===== config.mk =====
export PLATFORM = sky130hd
export DESIGN_NAME = seq_arb_4in_rr_lock
export DESIGN_NICKNAME = d
export VERILOG_FILES = /design/src/rtl/seq_arb_4in_rr_lock.sv
export SDC_FILE = /design/constraint.sdc
export NUM_CORES = 1
export LEC_CHECK = 0
export CORE_UTILIZATION = 45
export CTS_CLUSTER_DIAMETER = 50
export CTS_CLUSTER_SIZE = 30
export DETAILED_ROUTE_END_ITERATION = 10
export GPL_ROUTABILITY_DRIVEN = 0
export GPL_TIMING_DRIVEN = 0
export PLACE_DENSITY_LB_ADDON = 0.1
export SYNTH_ARGS = -nofsm -noshare
export SYNTH_HDL_FRONTEND = slang
export SYNTH_SLANG_ARGS = --single-unit

===== constraint.sdc =====
create_clock -name clk -period 6 [get_ports clk]
set_clock_uncertainty 0.05 [all_clocks]
set_input_delay 1.2 -clock clk [delete_from_list [all_inputs] [get_ports clk]]
set_output_delay 1.2 -clock clk [all_outputs]
set_load 0.01 [all_outputs]

===== src/rtl/seq_arb_4in_rr_lock.sv =====
// ============================================================================
// Module   : seq_arb_4in_rr_lock
// Purpose  : 4-input round-robin arbiter, registered one-hot grants, lockable
//            tenure; optional tenure limit via SEQ_ARB_RR_LOCK_TIMEOUT_EN.
// Revision : 1.0
// ============================================================================
`default_nettype none

module seq_arb_4in_rr_lock #(
  parameter int HOLD_MAX = 8
) (
  input  logic       clk,
  input  logic       reset,
  input  logic [3:0] reqs,
  input  logic [3:0] locks,
  output logic [3:0] grants,
  output logic [1:0] grant_id,
  output logic       grant_held
);

  logic [3:0] grants_q, grants_d;
  logic [3:0] prio_q, prio_d;
  logic [1:0] grant_id_q, grant_id_d;
  logic       grant_held_q, grant_held_d;
  logic       expire;
  logic       keep;
  logic [3:0] cand;
  logic [3:0] pick;
  logic [1:0] pidx;
  logic [1:0] idx;
  logic       found;

`ifdef SEQ_ARB_RR_LOCK_TIMEOUT_EN
  localparam int CW = $clog2(HOLD_MAX + 1);
  logic [CW-1:0] hold_cnt_q, hold_cnt_d;

  assign expire = (hold_cnt_q == CW'(HOLD_MAX));

  always_comb begin
    hold_cnt_d = hold_cnt_q;
    if (keep) begin
      if (hold_cnt_q != CW'(HOLD_MAX)) hold_cnt_d = hold_cnt_q + 1'b1;
    end else begin
      hold_cnt_d = (pick != 4'b0000) ? CW'(1) : '0;
    end
  end

  always_ff @(posedge clk) begin
    if (reset) hold_cnt_q <= '0;
    else       hold_cnt_q <= hold_cnt_d;
  end
`else
  assign expire = 1'b0;
`endif

  assign keep = (|(reqs & grants_q)) & (|(locks & grants_q)) & ~expire;

  // Expired owner steps aside only if somebody else is actually waiting.
  always_comb begin
    cand = reqs;
    if (expire && ((reqs & ~grants_q) != 4'b0000)) cand = reqs & ~grants_q;
  end

  always_comb begin
    pidx = 2'd0;
    if (prio_q[1]) pidx = 2'd1;
    if (prio_q[2]) pidx = 2'd2;
    if (prio_q[3]) pidx = 2'd3;
  end

  always_comb begin
    pick  = 4'b0000;
    found = 1'b0;
    idx   = 2'd0;
    for (int k = 0; k < 4; k++) begin
      idx = pidx + 2'(k);
      if (!found && cand[idx]) begin
        found = 1'b1;
        pick  = 4'b0001 << idx;
      end
    end
  end

  always_comb begin
    grants_d     = grants_q;
    prio_d       = prio_q;
    grant_held_d = 1'b0;
    if (keep) begin
      grant_held_d = 1'b1;
    end else begin
      grants_d = pick;
      if (pick != 4'b0000) prio_d = {pick[2:0], pick[3]};
    end
  end

  always_comb begin
    grant_id_d = 2'd0;
    if (grants_d[1]) grant_id_d = 2'd1;
    if (grants_d[2]) grant_id_d = 2'd2;
    if (grants_d[3]) grant_id_d = 2'd3;
  end

  always_ff @(posedge clk) begin
    if (reset) begin
      grants_q     <= 4'b0000;
      prio_q       <= 4'b0001;
      grant_id_q   <= 2'd0;
      grant_held_q <= 1'b0;
    end else begin
      grants_q     <= grants_d;
      prio_q       <= prio_d;
      grant_id_q   <= grant_id_d;
      grant_held_q <= grant_held_d;
    end
  end

  assign grants     = grants_q;
  assign grant_id   = grant_id_q;
  assign grant_held = grant_held_q;

endmodule

`default_nettype wire


; ---- After elaboration in Yosys (flattened, before gate mapping)
; Index checks and enable logic that the tools add are counted.
; Widths: inputs -> output; s select.
[totals]
mem_bits_rw = 0
register_bits = 11
output_inout_bits = 7
input_bits = 10
latch_bits = 0
mem_bits_ro = 0
n_memories = 0
[op_classes]
add_sub_neg = 3
div_mod_pow = 0
n_mux = 23
eq_ne = 0
reduce_logical = 10
shift = 4
magnitude_cmp = 4
bitwise = 4
n_mul = 0
[op_table]
columns = cell, n
row1 = $mux 4, 5
row2 = $shl 1x2->4 const A, 4
row3 = $lt 2x3->1 const B, 4
row4 = $mux 1, 10
row5 = $and 4x4->4, 2
row6 = $bmux 1 s2, 4
row7 = $mux 2, 4
row8 = $reduce_or 4->1, 2
row9 = $add 2x2->2 const B, 2
row10 = $reduce_bool 4->1, 1
row11 = $logic_and 1x1->1, 3
row12 = $logic_not 1->1, 3
row13 = $add 2x1->2 const B, 1
row14 = $reduce_and 2->1, 1
row15 = $and 1x1->1, 1
row16 = $not 1->1, 1

; ---- Longest topological paths before layout
[depth]
depth_word = 19
depth_mapped = 10
ltp_nobuf = 10

; ---- Worst setup path after synthesis
; OpenSTA, ideal clock, no wires.
[synth_path]
kind = input-to-reg
from = input port reqs[1]
to = register grant_id_q[0] (netlist: grant_id[0])
path_slack_ps = 3097
path_stages = 8
t_arrival_ps = 2719
path_buffers = 1
setup_time_ps = 135
required_time_ps = 5815
cell_sequence = buf_4 > nor2b_1 > a2111oi_4 > nor3_1 > a221o_1 > a22o_1 > mux2i_1 > o41ai_2
[synth_via]
elab_chain_cells = 16
word_cells_on_any_way = 28
classes_between = mux (19) / bitwise (2) / reduce/logical (7)
[synth_lines]
columns = item, line
row1 = start: declaration, 14  ; input logic [3:0] reqs,
row2 = $bmux 1 s2, 77  ; if (!found && cand[idx]) begin
row3 = $mux 1 (implied by the code), 77
row4 = $mux 1, 77
row5 = $logic_not 1->1, 77
row6 = $logic_and 1x1->1, 77
row7 = $mux 1, 77
row8 = $logic_not 1->1, 77
row9 = $logic_and 1x1->1, 77
row10 = $mux 1, 77
row11 = $logic_not 1->1, 77
row12 = $logic_and 1x1->1, 77
row13 = $mux 4, 77
row14 = $mux 4 (*), 88  ; if (keep) begin
row15 = $mux 1, 98  ; if (grants_d[1]) grant_id_d = 2'd1;
row16 = $mux 2, 99  ; if (grants_d[2]) grant_id_d = 2'd2;
row17 = $mux 2 (*), 100  ; if (grants_d[3]) grant_id_d = 2'd3;
row18 = end signal: assignment, 112  ; grant_id_q <= grant_id_d;
row19 = end: declaration, 23  ; logic [1:0] grant_id_q, grant_id_d;
; Every way passes the cells marked *; elsewhere a longest branch is shown, timed or not. The select of a mux whose other input is x is not followed.
; A chain may end at the register's enable or synchronous reset.

; ---- Final worst setup path
[layout_path]
from = input port reqs[2]
to = register prio_q[2]
[layout_via]
elab_chain_cells = 14
word_cells_on_any_way = 27
classes_between = mux (15) / bitwise (3) / reduce/logical (9)
[layout_lines]
columns = item, line
row1 = $bmux 1 s2, 77
row2 = $mux 1 (implied by the code), 77
row3 = $mux 1, 77
row4 = $logic_not 1->1, 77
row5 = $logic_and 1x1->1, 77
row6 = $mux 1, 77
row7 = $logic_not 1->1, 77
row8 = $logic_and 1x1->1, 77
row9 = $mux 1, 77
row10 = $logic_not 1->1, 77
row11 = $logic_and 1x1->1, 77
row12 = $mux 4, 77
row13 = $reduce_bool 4->1, 92  ; if (pick != 4'b0000) prio_d = {pick[2:0], pick[3]};
row14 = $reduce_and 2->1 (no source line), n/a
row15 = end signal: assignment, 111  ; prio_q <= prio_d;
row16 = end: declaration, 22  ; logic [3:0] prio_q, prio_d;
; Several ways; a longest one is shown, not always the timed one. The select of a mux whose other input is x is not followed.

==> metrics.csv <==
stage;metric;value;unit
clock_tree;# Post-CTS Setup Buffers;0;
clock_tree;CTS tree;done;
die;Die W;46.37;um
power;Clk pwr share;8.3;%
layout;area grow syn2layout;21.89;%
clock_tree;Clock transition at path regs;0.06;ns
timing;Slew HR;59.14;%
layout;commonest non-fill, non-tap cell in the layout;clkdlybuf4s50_1;
timing;RSZ-0062 raised after global routing;false;
timing;FMAX;300.1;MHz
layout;layout cells sized above 1;15.65;%
power;Net Switching;0.2480;mW
setup_path;CP Launch Type;input pin;
power;switch share;45.66;%
yosys;post-synth cell types;47;
layout;final instance area;1080;um^2
global_route;initial antenna violation count;0;
placement;placed instance area;1057;um^2
clock_tree;hold_buf cts;0;
power;maximum vdd ir drop;0.2999;mV
setup_path;delay-heaviest family, CP;compound AO/OA/AOI/OAI gates;
yosys;Seq cells post-synth;10;
setup_path;crit end category;register;
detailed_routing;Routed wire per std cell;14.80;um
detailed_routing;vias per cell;5.964;
yosys;Ys Warns;0;
power;power density over cell area;503.1;nW/um^2
clock_tree;maximum level of the CTS H-tree;1;
yosys;number of flops mapped to enable cells by yosys;0;
timing;Slew @ Worst Pin;0.6128;ns
global_route;vias in the first global route;727;
global_route;first-pass GRT wire length;3381;um
power;leakage power total;0.4133;nW
yosys;Avg Inst Size Synth;9.039;um^2
setup_path;reg2reg start;prio_q[2]$_SDFFE_PP0P_;
clock_tree;Num CTS Buffers;3;
timing;period utilization;55.53;%
placement;hpwl dp;1633;um
global_route;GRT Overall Usage;21.89;%
yosys;ys flop type;dfxtp_1;
timing;worst hold margin;0.4763;ns
yosys;Yosys top cell area share;22.60;%
placement;Port Buffers;14;
timing;endpoints failing setup;0;
hold_path;Worst Hold End;grants[0]$_SDFFE_PP0N_;
timing;Max Slew Vio Count;0;
clock_tree;Root Buffer;clkbuf_4;
status;status;completed;
placement;Setup WS pre-CTS;2.392;ns
layout;Final Non-Filler Cells;140;
detailed_routing;final WL;2072;um
setup_path;Worst EP arrival;3.42;ns
detailed_routing;DRC violations left;0;
setup_path;max incr delay on CP;0.63;ns
setup_path;Buf/Inv on CP;1;
clock_tree;clock sink count;10;
setup_path;largest fanout on the critical path;9;
setup_path;CP Class;input pin to register;
yosys;sequential-to-total area share from yosys stat;22.60;%
yosys;cell taking the most area after synthesis;dfxtp_1;
global_route;largest net degree at the start of global routing;11;
die;Die ar.;2150;um^2
global_route;total grt overflow;0;
hold_path;Hold Path Origin;grants[0]$_SDFFE_PP0N_;
power;combinational power share;70.6;%
global_route;met3 Use GR;5.882;%
timing;TNS Setup;0;ns
die;# rows;15;
die;Core ar.;1783;um^2
global_route;busiest layer in global routing;met2;
layout;fin util;60.56;%
setup_path;RR Endpoint;grant_id[0]$_SDFF_PP0_;
setup_path;Worst Path Required;6.09;ns
power;sequential power share;21.1;%
die;die height;46.37;um
detailed_routing;drt pass-1 iters;4;
yosys;Synth area leaders;dfxtp_1, ha_1, a22oi_1;
power;internal power;0.2952;mW
setup_path;CP Cell Sequence;clkdlybuf4s50_1, or4b_1, o21ai_1, a22o_2, a222oi_1, a211oi_2, nand4b_1, a31oi_1;
yosys;Post-Synthesis Cell Area;885.9;um^2
clock_tree;Resized Gates After CTS;0;
clock_tree;Clock Latency Late Sink;0.26;ns
timing;post-layout minimum cycle time;3.332;ns
hold_path;Hold Crit Class;register to register;
global_route;global-route track usage on met2;34.17;%
yosys;Mapped Cells;98;
hold_path;Hold Path Depth;2;
flow_run;maximum capacitance violations;0;
layout;commonest cells after routing, fill and taps aside;clkdlybuf4s50_1, dfxtp_1, ha_1;
detailed_routing;remaining antenna violation count after routing;0;
yosys;Net Count, Synth;115;
placement;Placed Instances;137;
setup_path;r2r setup slk;2.92;ns
timing;PnR worst setup slack;2.668;ns
clock_tree;clk buf depth;2;
setup_path;worst-path cell with the longest stage delay;clkdlybuf4s50_1;
timing;Fin. Hold Viols;0;
setup_path;R2R cell count;10;
yosys;ys async rst share;0;%
power;Power Total;0.5432;mW
global_route;met1 usage;30.21;%
die;Initial Util;49.68;%
layout;n_diodes;0;
die;I/O pins;17;
detailed_routing;DRT iter0 DRCs;28;
layout;# nets final;134;
detailed_routing;via count;835;
==> state kept, by name, indices dropped and copies added (netlist names) <==
name,cells
grants,4
prio_q,3
grant_id,2
grant_held,1
==> routing by layer <==
metal  routed length [um]  vias up
met1                  997      402
met5                    0        -
met4                    0        0
li1                     -      417
met3                   81        0
met2                  993       16
==> final cells by class <==
cell class                      instances  area [um^2]
Fill cell                             167        703.2
Sequential cell                        10        200.2
Clock buffer                            3        22.52
Timing Repair Buffer                   14        140.1
Multi-Input combinational cell         79        646.9
Tap cell                               25        31.28
Inverter                                6        22.52
Buffer                                  3        16.27
==> worst max-delay path by stage <==
stage                        from                      to  slack, ns  depth (start not counted)
after floorplan           reqs[1]  grant_id[0]$_SDFF_PP0_       3.10                          8
after global placement    reqs[2]  prio_q[2]$_SDFFE_PP0P_       2.47                          8
after detailed placement  reqs[2]  prio_q[2]$_SDFFE_PP0P_       2.39                          8
after CTS                 reqs[2]  prio_q[2]$_SDFFE_PP0P_       2.67                          8
after global routing      reqs[2]  prio_q[1]$_SDFFE_PP0P_       2.50                          8
final                     reqs[2]  prio_q[2]$_SDFFE_PP0P_       2.67                          8
==> power groups by stage <==
| stage | clock network (mW) | logic, mW | registers, mW |
|---|---|---|---|
| after floorplan | 0 | 0.280 | 0.118 |
| after global placement | 0 | 0.372 | 0.115 |
| after detailed placement | 0 | 0.382 | 0.116 |
| after CTS | 0.0451 | 0.384 | 0.114 |
| after global routing | 0.0472 | 0.424 | 0.116 |
| final | 0.0450 | 0.384 | 0.115 |
==> tightest hold or removal path: stages, from the launching register on <==
cell	delay, ns
dfxtp_1	0.35
nand2_1	0.07
a21oi_1	0.06
==> cells by family (layout without fill, tap and decap cells) <==
logic type	count (synthesis)	in the layout	synth area share, %
compound gates	35	35	36.30
simple gates	34	34	23.45
flops	10	10	22.60
buf+inv	9	26	4.378
fa+ha+maj	7	7	9.887
mux	3	3	3.390
==> cell usage after synthesis, types with 3 or more instances <==
master,instances
inv_1,6
ha_1,7
a21oi_1,3
dfxtp_1,10
a222oi_1,3
nand2b_1,4
nor2_1,5
mux2i_1,3
a22oi_1,6
nand2_1,6
(Power assumes the default switching activity.)
